### src/rtl/etod_pkg.sv
// ----------------------------------------------------------------------------
// etod_pkg
// Shared types and helpers for the etod initiator slice.
//   op_t     : command opcode as carried on cmd_op / select / rsp_op
//   state_t  : initiator transaction phases
//   expected : value the design should return for a given command
// Optional feature macro used by importers: ETOD_CHECK_EN
// ----------------------------------------------------------------------------
package etod_pkg;

    typedef enum logic [1:0] {
        OP_IDLE  = 2'b00,
        OP_E2D   = 2'b01,
        OP_E2BUS = 2'b10,
        OP_BUS2D = 2'b11
    } op_t;

    typedef enum logic [1:0] {
        IDLE,
        ISSUE,
        CAPTURE,
        RESP
    } state_t;

    // Widest data value the helper handles; callers cast to/from their width.
    localparam int EXP_W = 32;

    // An idle select produces no reply, so the design is expected to show 0.
    // Every other op echoes the command data back through dtoe or the bus.
    function automatic logic [EXP_W-1:0] expected(input op_t op,
                                                  input logic [EXP_W-1:0] data);
        return (op == OP_IDLE) ? '0 : data;
    endfunction

endpackage

### src/rtl/etod_checker.sv
// ----------------------------------------------------------------------------
// etod_checker
// Compares the captured design reply with the expected value and keeps a
// saturating mismatch counter. Only instantiated when ETOD_CHECK_EN is defined.
// Ports:
//   clk, rst   : clock and synchronous active-high reset
//   capture    : high in the cycle whose ending edge captures the reply
//   op, data   : command being checked
//   captured   : reply value sampled at the end of CAPTURE
//   handshake  : response accepted this cycle
//   rsp_err    : registered mismatch flag, valid from entry to RESP
//   err_cnt    : saturating count of handshaken responses with rsp_err set
// ----------------------------------------------------------------------------
module etod_checker
    import etod_pkg::*;
#(
    parameter int W     = 4,
    parameter int CNT_W = 16
) (
    input  logic             clk,
    input  logic             rst,
    input  logic             capture,
    input  op_t              op,
    input  logic [W-1:0]     data,
    input  logic [W-1:0]     captured,
    input  logic             handshake,
    output logic             rsp_err,
    output logic [CNT_W-1:0] err_cnt
);

    logic [W-1:0] exp_val;

    assign exp_val = W'(expected(op, EXP_W'(data)));

    // The error flag is refreshed only when a reply is captured so it stays
    // stable for the whole RESP phase; the counter saturates at all-ones.
    always_ff @(posedge clk) begin
        if (rst) begin
            rsp_err <= 1'b0;
            err_cnt <= '0;
        end else begin
            if (capture) begin
                rsp_err <= (captured != exp_val);
            end
            if (handshake && rsp_err && (err_cnt != '1)) begin
                err_cnt <= err_cnt + CNT_W'(1);
            end
        end
    end

endmodule

### src/rtl/etod_initiator.sv
// ----------------------------------------------------------------------------
// etod_initiator
// Environment-side initiator: turns each accepted command into one select
// cycle toward the design, captures the design's reply on dtoe or the shared
// bus, and returns it through a valid/ready response handshake.
// Phases: IDLE -> ISSUE -> CAPTURE -> RESP -> IDLE; all outputs are registered.
// Optional feature: ETOD_CHECK_EN adds reply checking (rsp_err, err_cnt);
// without it both outputs are tied to 0.
// Ports:
//   clk, rst              : clock, synchronous active-high reset
//   cmd_valid/ready/op/data : command input handshake
//   rsp_valid/ready/op/data/err : response output handshake
//   select, etod          : drive toward the design
//   dtoe                  : reply from the design
//   bus_o, bus_oe, bus_i  : our bus drive, enable, and the resolved bus
//   txn_cnt               : completed transactions (wraps)
//   err_cnt               : mismatching responses (saturates)
// ----------------------------------------------------------------------------
module etod_initiator
    import etod_pkg::*;
#(
    parameter int W     = 4,
    parameter int CNT_W = 16
) (
    input  logic             clk,
    input  logic             rst,
    input  logic             cmd_valid,
    output logic             cmd_ready,
    input  logic [1:0]       cmd_op,
    input  logic [W-1:0]     cmd_data,
    output logic             rsp_valid,
    input  logic             rsp_ready,
    output logic [1:0]       rsp_op,
    output logic [W-1:0]     rsp_data,
    output logic             rsp_err,
    output logic [1:0]       select,
    output logic [W-1:0]     etod,
    input  logic [W-1:0]     dtoe,
    output logic [W-1:0]     bus_o,
    output logic             bus_oe,
    input  logic [W-1:0]     bus_i,
    output logic [CNT_W-1:0] txn_cnt,
    output logic [CNT_W-1:0] err_cnt
);

    state_t           state_q, state_d;
    op_t              op_q, op_d;
    logic             cmd_ready_d;
    logic             rsp_valid_d;
    logic [1:0]       rsp_op_d;
    logic [W-1:0]     rsp_data_d;
    logic [1:0]       select_d;
    logic [W-1:0]     etod_d;
    logic [W-1:0]     bus_o_d;
    logic             bus_oe_d;
    logic [CNT_W-1:0] txn_cnt_d;
    logic [W-1:0]     captured;

    // A bus-directed op gets its reply on the shared bus; all others on dtoe.
    assign captured = (op_q == OP_E2BUS) ? bus_i : dtoe;

    // State and every output are registered together so the design sees
    // clean, edge-aligned select/etod/bus values.
    always_ff @(posedge clk) begin
        if (rst) begin
            state_q   <= IDLE;
            op_q      <= OP_IDLE;
            cmd_ready <= 1'b0;
            rsp_valid <= 1'b0;
            rsp_op    <= 2'b00;
            rsp_data  <= '0;
            select    <= 2'b00;
            etod      <= '0;
            bus_o     <= '0;
            bus_oe    <= 1'b0;
            txn_cnt   <= '0;
        end else begin
            state_q   <= state_d;
            op_q      <= op_d;
            cmd_ready <= cmd_ready_d;
            rsp_valid <= rsp_valid_d;
            rsp_op    <= rsp_op_d;
            rsp_data  <= rsp_data_d;
            select    <= select_d;
            etod      <= etod_d;
            bus_o     <= bus_o_d;
            bus_oe    <= bus_oe_d;
            txn_cnt   <= txn_cnt_d;
        end
    end

    // Next-state and next-output decode. Values computed here appear on the
    // outputs in the phase being entered. bus_oe defaults low so it can only
    // ever be high during ISSUE, keeping it clear of the design's bus drive.
    // cmd_ready comes up one cycle after reset or a completed response, so
    // acceptance is always from a settled IDLE.
    always_comb begin
        state_d     = state_q;
        op_d        = op_q;
        cmd_ready_d = cmd_ready;
        rsp_valid_d = rsp_valid;
        rsp_op_d    = rsp_op;
        rsp_data_d  = rsp_data;
        select_d    = select;
        etod_d      = etod;
        bus_o_d     = '0;
        bus_oe_d    = 1'b0;
        txn_cnt_d   = txn_cnt;

        case (state_q)
            IDLE: begin
                if (cmd_ready && cmd_valid) begin
                    state_d     = ISSUE;
                    op_d        = op_t'(cmd_op);
                    cmd_ready_d = 1'b0;
                    select_d    = cmd_op;
                    etod_d      = cmd_data;
                    if (op_t'(cmd_op) == OP_BUS2D) begin
                        bus_oe_d = 1'b1;
                        bus_o_d  = cmd_data;
                    end
                end else begin
                    cmd_ready_d = 1'b1;
                end
            end
            ISSUE: begin
                state_d  = CAPTURE;
                select_d = 2'b00;
            end
            CAPTURE: begin
                state_d     = RESP;
                rsp_valid_d = 1'b1;
                rsp_op_d    = op_q;
                rsp_data_d  = captured;
            end
            RESP: begin
                if (rsp_ready) begin
                    state_d     = IDLE;
                    rsp_valid_d = 1'b0;
                    cmd_ready_d = 1'b1;
                    txn_cnt_d   = txn_cnt + CNT_W'(1);
                end
            end
            default: begin
                state_d = IDLE;
            end
        endcase
    end

`ifdef ETOD_CHECK_EN
    logic capture;
    logic handshake;

    assign capture   = (state_q == CAPTURE);
    assign handshake = (state_q == RESP) && rsp_ready;

    // etod is still held during CAPTURE, so it doubles as the command data.
    etod_checker #(
        .W     (W),
        .CNT_W (CNT_W)
    ) u_checker (
        .clk       (clk),
        .rst       (rst),
        .capture   (capture),
        .op        (op_q),
        .data      (etod),
        .captured  (captured),
        .handshake (handshake),
        .rsp_err   (rsp_err),
        .err_cnt   (err_cnt)
    );
`else
    assign rsp_err = 1'b0;
    assign err_cnt = '0;
`endif

endmodule

### config.mk
export PLATFORM = sky130hd
export DESIGN_NAME = etod_initiator
export DESIGN_NICKNAME = d
export VERILOG_FILES = /design/src/rtl/etod_pkg.sv /design/src/rtl/etod_checker.sv /design/src/rtl/etod_initiator.sv
export SDC_FILE = /design/constraint.sdc
export NUM_CORES = 1
export LEC_CHECK = 0
export ABC_CLOCK_PERIOD_IN_PS = 1500
export CORE_MARGIN = 3
export CORE_UTILIZATION = 39
export CTS_BUF_LIST = sky130_fd_sc_hd__clkbuf_16
export CTS_CLUSTER_DIAMETER = 200
export CTS_CLUSTER_SIZE = 16
export DETAILED_ROUTE_END_ITERATION = 8
export HOLD_SLACK_MARGIN = 0.03
export PLACE_DENSITY = 0.75
export SKIP_CTS_REPAIR_TIMING = 1
export SLEW_MARGIN = 10
export SYNTH_ARGS = -nofsm -noshare
export SYNTH_HDL_FRONTEND = slang
export SYNTH_SLANG_ARGS = --single-unit
### constraint.sdc
create_clock -name clk -period 1.5 [get_ports clk]
set_clock_uncertainty 0.05 [all_clocks]
set_input_delay 0.375 -clock clk [delete_from_list [all_inputs] [get_ports clk]]
set_output_delay 0.375 -clock clk [all_outputs]
set_load 0.02 [all_outputs]
Word-level counts from Yosys, hierarchy flattened --
Cells that the tools add are included.
Word-level totals: register bits 39, output and inout port bits 52, word-level logic and storage cells 47
Operators by class: add/subtract/negate cells 1, eq/ne operators 7, mux-type cells 12, bitwise logic cells 3, reductions and logical operators 13
Operators by type and width (count):
- 16-bit by 1-bit adder with 16-bit output, second input constant | 1
- 2-bit AND reduction | 6
- 2-bit equality test, second input constant | 4
- 2-bit case mux with 4 select lines | 1
- 2-bit 2-to-1 mux | 3
- 2-bit nonzero test | 3
- 1-bit 2-to-1 mux | 4
- 4-bit 2-to-1 mux | 1
- 2-bit != test, second input constant | 2
- 1-bit case mux with 2 select lines | 2
- 2-bit case mux with 2 select lines | 1
- 4-bit OR reduction | 1
- 1-bit NOT | 3
- 3-bit OR reduction | 1
- 2-bit by 1-bit equality test with 1-bit output, second input constant | 1
- 2-bit logical NOT | 1
- 1-bit logical AND | 1

Depth between registers and ports, before layout --
Gate-level depths: netlist (run 1).
depth in word-level cells 3, gate-level depth with buffers 7, mapped depth without buffers 6

Worst setup path after synthesis (run 1) --
No wires, ideal clock.
path kind register -> register, start register txn_cnt[0], end register txn_cnt[14], setup time 123 ps, data arrival time 1438 ps, required time 1327 ps, path slack -111 ps, stages on the path, launching flop included 6, path buffers 0, period minus slack after synthesis 1611 ps, cell sequence dfxtp_1 -> ha_1 -> nand3_1 -> nor2_1 -> and3_1 -> mux2_1
Between the ends: longest elaborated chain between the ends 1
Ends and longest elaborated chain:
- start: declaration | line etod_initiator.sv:42 | output logic [CNT_W-1:0] txn_cnt,
- start signal: assignment | line etod_initiator.sv:88 | txn_cnt <= txn_cnt_d;
- 16-bit by 1-bit adder with 16-bit output | line etod_initiator.sv:141 | txn_cnt_d = txn_cnt + CNT_W'(1);
Every way passes these cells. A chain may end at the register's enable or synchronous reset.

Final worst setup path (run 1) --
start register state_q[1], end register state_q[1]
Between the ends: longest elaborated chain between the ends 3
Ends and longest elaborated chain:
- start: declaration | line etod_initiator.sv:46 | state_t state_q, state_d;
- start signal: assignment | line etod_initiator.sv:78 | state_q <= state_d;
- 2-bit equality test / 2-bit logical NOT (equally long branches) | line etod_initiator.sv:110 | case (state_q)
- 2-bit != test (no line)
- 2-bit AND reduction (no line)
Several ways; a longest one is shown, not always the timed one.

==> results.toml, run 1 <==
[status]
run_status = "complete, no violations"

[finish]
drive_gt1_frac = 0.2163
diodes = 0
fin_util = 0.6413
synthToLayoutAreaGrowth_pct = 56.56
final_common_cell = "dlymetal6s2s_1"
final-instance-count-excl-fill = 334
final_area_sq_um = 2850
nets = 304
final_cell_mix = "36 x dlymetal6s2s_1, 32 x nor2_1, 31 x dfxtp_1"

[setup_path]
start_kind = "register"
crit_start = "state_q[1]"
r2r-start = "state_q[1]"
end_kind = "register"
path_max_fanout = 7
required_ps = 1630
path_class = "register to register"
arrival_ps = 1560

[routing]
ant_nets = 0
wl_per_cell_microns = 12.38
viasPerCell = 4.713
drtPass1Iterations = 4
drc = 0
vias = 1574
drt_iter0_drc = 39
drt_wl_total_mm = 4.135

[yosys]
synth_cell_types = 36
seq_area_frac_synth = 0.4289
yosys_warnings = 0
synthCells = 204
ys_ff_latch = 39
syn_area_per_cell_sq_um = 8.924
synth-main-ff-cell = "dfxtp_1"
synthTopCellsByArea = "dfxtp_1 43%, buf_4 7.0%, nor2_1 6.6%, xnor2_1 4.3%, mux2i_1 3.8%"
async_flop_share = 0
netlist_area_sq_um = 1820
yosysTopAreaCell = "dfxtp_1"
synth_edf_count = 0
synth_top_area_share = 0.4289

[global_route]
grt_util_met3 = 0.04054
grt_pass1_wl_mm = 6.306
grt_max_degree = 14
use_met1 = 0.1784
antenna_found_initial = 0
track_usage = 0.1477
globalRouteMet2Util = 0.2549
grt_overflow_total = 0
top_usage_layer = "met2"
grt_pass1_vias = 1454

[sta]
setup_viol = 0
fin_crit_sh = 0.9564
slew_violations = 0
final-hold-violation-count = 0
worst_slack_ps = 65.47
fin_setup_tns_ps = 0
max_freq_mhz = 697.1
finalCriticalPeriod_ps = 1435
holdWs_ps = 399.2

[clock_network]
cts.sinks = 39
cts.clk_slew.worst_paths_ps = 60
numCtsBuffers = 5
cts_tree = "yes"
cts-root-buf = "clkbuf_16"
htreeDepth = 2
cts_max_path_buffers = 2
clk_latency_ps = 280

[hold_path]
hp-start = "etod[3]"
hold_class = "register to register"

[placed_design]
place_area_sq_um = 2534
gp_congestion = 0.7534
dp.final_hpwl_mm = 2.994
post-place-cells = 326
place_ws_ps = -354.3
io_buffer_count = 52

[die]
io_pins = 70
die_area_sq_um = 5523
row_count = 24
initial_core_util = 0.4096
die_x_microns = 74.32
dieHeight_microns = 74.32
core_area_sq_um = 4444

[run]
drv_cap = 0

[pwr]
p_per_area_nw_per_um2 = 1168
power.total_mw = 3.329
p_leak_nw = 1.745
peakVddDrop_mv = 0.5877
-- area by class of cell --
type	instances	area (sq um)
Clock buffer	5	125.1
Clock inverter	3	43.79
Fill cell	363	1594
Inverter	6	22.52
Multi-Input combinational cell	149	977.2
Sequential cell	39	795.8
Tap cell	52	65.06
Timing Repair Buffer	80	820.8
-- critical path: stages (launching register included) --
cell and delay [ps]:
dfxtp_4 360, ha_4 180, buf_4 160, nor2b_1 140, a21oi_1 200, mux2i_1 210
nor2_1 50
-- synth_stat cells, drive strengths merged, types with 6 or more instances --
cell,number
nor2,34
a21oi,11
nor3,7
nand3,7
inv,6
nand2,17
xnor2,9
dfxtp,39
buf,21
mux2i,7
-- registers in the layout (all words and copies together) (netlist names) --
name       flops
cmd_ready      1
bus_oe         1
etod           4
rsp_op         2
bus_o          4
op_q           2
txn_cnt       16
rsp_data       4
select         2
state_q        2
rsp_valid      1
-- cell families (layout without fill, tap and decap cells) --
kind of cell             after synthesis  count (layout)  synth area share
AND/OR/NAND/NOR                       86              86            0.2536
flip-flops                            39              39            0.4289
buffers and inverters                 32              94            0.1031
AO/OA/AOI/OAI                         21              21           0.07217
XOR/XNOR                              11              11           0.05293
multiplexers                           9               9           0.05292
adder cells (fa/ha/maj)                5               5           0.03436
other                                  1              17          0.002060
-- where the power goes --
| part | internal [mW] | switching, mW |
|---|---|---|
| clock | 0.783 | 0.402 |
| combinational | 0.428 | 0.485 |
| sequential | 1.16 | 0.0734 |
-- routing by layer --
layer	vias to the layer above	wire (microns)
met5	-	0
met2	40	2186
met1	730	1701
li1	799	-
met4	0	53
met3	5	194
-- path summary, 6_finish.rpt --
kind                      to  slack [ps]  cells past startpoint
setup / recovery  state_q[1]          70                      6
hold / removal       etod[3]         400                      2
setup reg to reg  state_q[1]          70                      6
hold reg to reg      etod[3]         400                      2
Note: power is estimated with default switching activity, not from simulation.
==> inputs of run 2 (changes only) <==
--- a/config.mk
+++ b/config.mk
@@ -14,7 +14,6 @@
 export DETAILED_ROUTE_END_ITERATION = 8
 export HOLD_SLACK_MARGIN = 0.03
 export PLACE_DENSITY = 0.75
-export SKIP_CTS_REPAIR_TIMING = 1
 export SLEW_MARGIN = 10
 export SYNTH_ARGS = -nofsm -noshare
 export SYNTH_HDL_FRONTEND = slang
==> run 2 against run 1 <==
- register-to-register slack about the same
- cell count unchanged
- clock-buffer cell count unchanged
- non-clock buffer count unchanged
- critical path depth down 5
- maximum frequency down 2.0%
- first-iteration DRC count up 31%
- worst setup slack worse by 29 ps
- die area unchanged
- largest cell class unchanged
- flip-flop and latch count unchanged
- total power down 1.6%
==> results.toml, run 2 (same netlist as run 1, synthesis figures left out) <==
[status]
run_status = "complete, no violations"

[clock_network]
clk_latency_ps = 280
cts.sinks = 39
post_cts_buffers = 0
htreeDepth = 2
ctsHoldBuffers = 0
cts_tree = "yes"
cts-root-buf = "clkbuf_16"
cts.clk_slew.worst_paths_ps = 60
cts_max_path_buffers = 2
numCtsBuffers = 5

[placed_design]
place_ws_ps = -354.3
dp.final_hpwl_mm = 2.994
io_buffer_count = 52
post-place-cells = 326
place_area_sq_um = 2534
gp_congestion = 0.7534

[hold_path]
hold_depth = 2
hold_class = "register to register"

[pwr]
pwr-share-comb = 0.266
cell_internal_pwr_mw = 2.321
p_clk_frac = 0.361
peakVddDrop_mv = 0.5435
switching_power_mw = 0.9546
power.total_mw = 3.276
p_per_area_nw_per_um2 = 1217
seqPwrFrac = 0.374
p_leak_nw = 1.224
switching_share = 0.2914

[global_route]
track_usage = 0.1474
antenna_found_initial = 0
grt_max_degree = 14
grt_overflow_total = 0
grt_pass1_wl_mm = 6.292
grt_pass1_vias = 1450

[setup_path]
cp_cell_sequence = "dlygate4sd2_1"
end_kind = "output port"
path_max_fanout = 3
crit_slowest_cell = "dfxtp_1"
required_ps = 1070
cp_num_buf_inv = 1
start_kind = "register"
cp_num_cells = 1
r2r_cells = 5
arrival_ps = 1040
critPathTopFamily = "flip-flops"
slowest_delay_ps = 400
path_class = "register to output port"

[die]
row_count = 24
initial_core_util = 0.4096
io_pins = 70
die_x_microns = 74.32
dieHeight_microns = 74.32
core_area_sq_um = 4444
die_area_sq_um = 5523

[routing]
vias = 1561
drtPass1Iterations = 4
viasPerCell = 4.674
ant_nets = 0
drc = 0
drt_wl_total_mm = 3.930
wl_per_cell_microns = 11.77
drt_iter0_drc = 51

[sta]
worst_slack_ps = 36.79
fin_crit_sh = 0.9755
fin_setup_tns_ps = 0
slew_violations = 0
max_freq_mhz = 683.4
setup_viol = 0
finalCriticalPeriod_ps = 1463
holdWs_ps = 399.6
final-hold-violation-count = 0
rsz0062_at_grt = "yes"

[finish]
final_area_sq_um = 2691
fill_cells = 409
largest_reg_flops = 16
drive_gt1_frac = 0.2199
final_common_cell = "dlygate4sd2_1"
final-instance-count-excl-fill = 334
largest_register = "txn_cnt"
diodes = 0
nets = 304
final_cell_mix = "35 x dlygate4sd2_1, 32 x nor2_1, 31 x dfxtp_1"
fin_util = 0.6056
synthToLayoutAreaGrowth_pct = 47.83

[run]
drv_cap = 0
run 2: cell count changes in the layout (fill, tap and decap cells not counted), sizes merged:
cell	previous run	this run
clkdlybuf4s15	0	1
dlygate4sd2	0	35
dlymetal6s2s	36	0
run 2: routing by layer:
metal,global-route usage,up-vias,routed length [microns]
li1,-,794,-
met1,0.1776,732,1664
met2,0.2549,33,2065
met3,0.04054,2,171
met4,0.04743,0,28
met5,0,-,0
run 2: final cells by class:
cell class                 count  area (sq um)  area share
multi-input combinational    149         957.2      0.3556
sequential                    39         790.8      0.2938
timing repair buffer          80         686.9      0.2552
clock buffer                   5         125.1     0.04649
tap                           52         65.06     0.02417
clock inverter                 3         43.79     0.01627
inverter                       6         22.52    0.008368
run 2: what timing repair did:
| item | CTS | global route |
|---|---|---|
| resized for setup | 36 | 10 |
| gates cloned | 0 | 0 |
| setup endpoints to repair | 39 | 19 |
run 2: path summary, 6_finish.rpt:
kind              slack [ps]          end        from
setup / recovery          40   txn_cnt[2]  txn_cnt[2]
hold / removal           400      etod[3]     etod[3]
setup reg to reg          60  txn_cnt[15]  state_q[1]
hold reg to reg          400      etod[3]     etod[3]
run 2: power groups by stage:
stage / sequential (mW) / clock (mW) / combinational [mW]
after CTS: 1.22 / 1.21 / 0.857
final: 1.22 / 1.18 / 0.870
after detailed placement: 1.24 / 0 / 0.907
after global routing: 1.24 / 1.25 / 0.966
after global placement: 1.24 / 0 / 0.890
after floorplan: 1.34 / 0 / 0.474
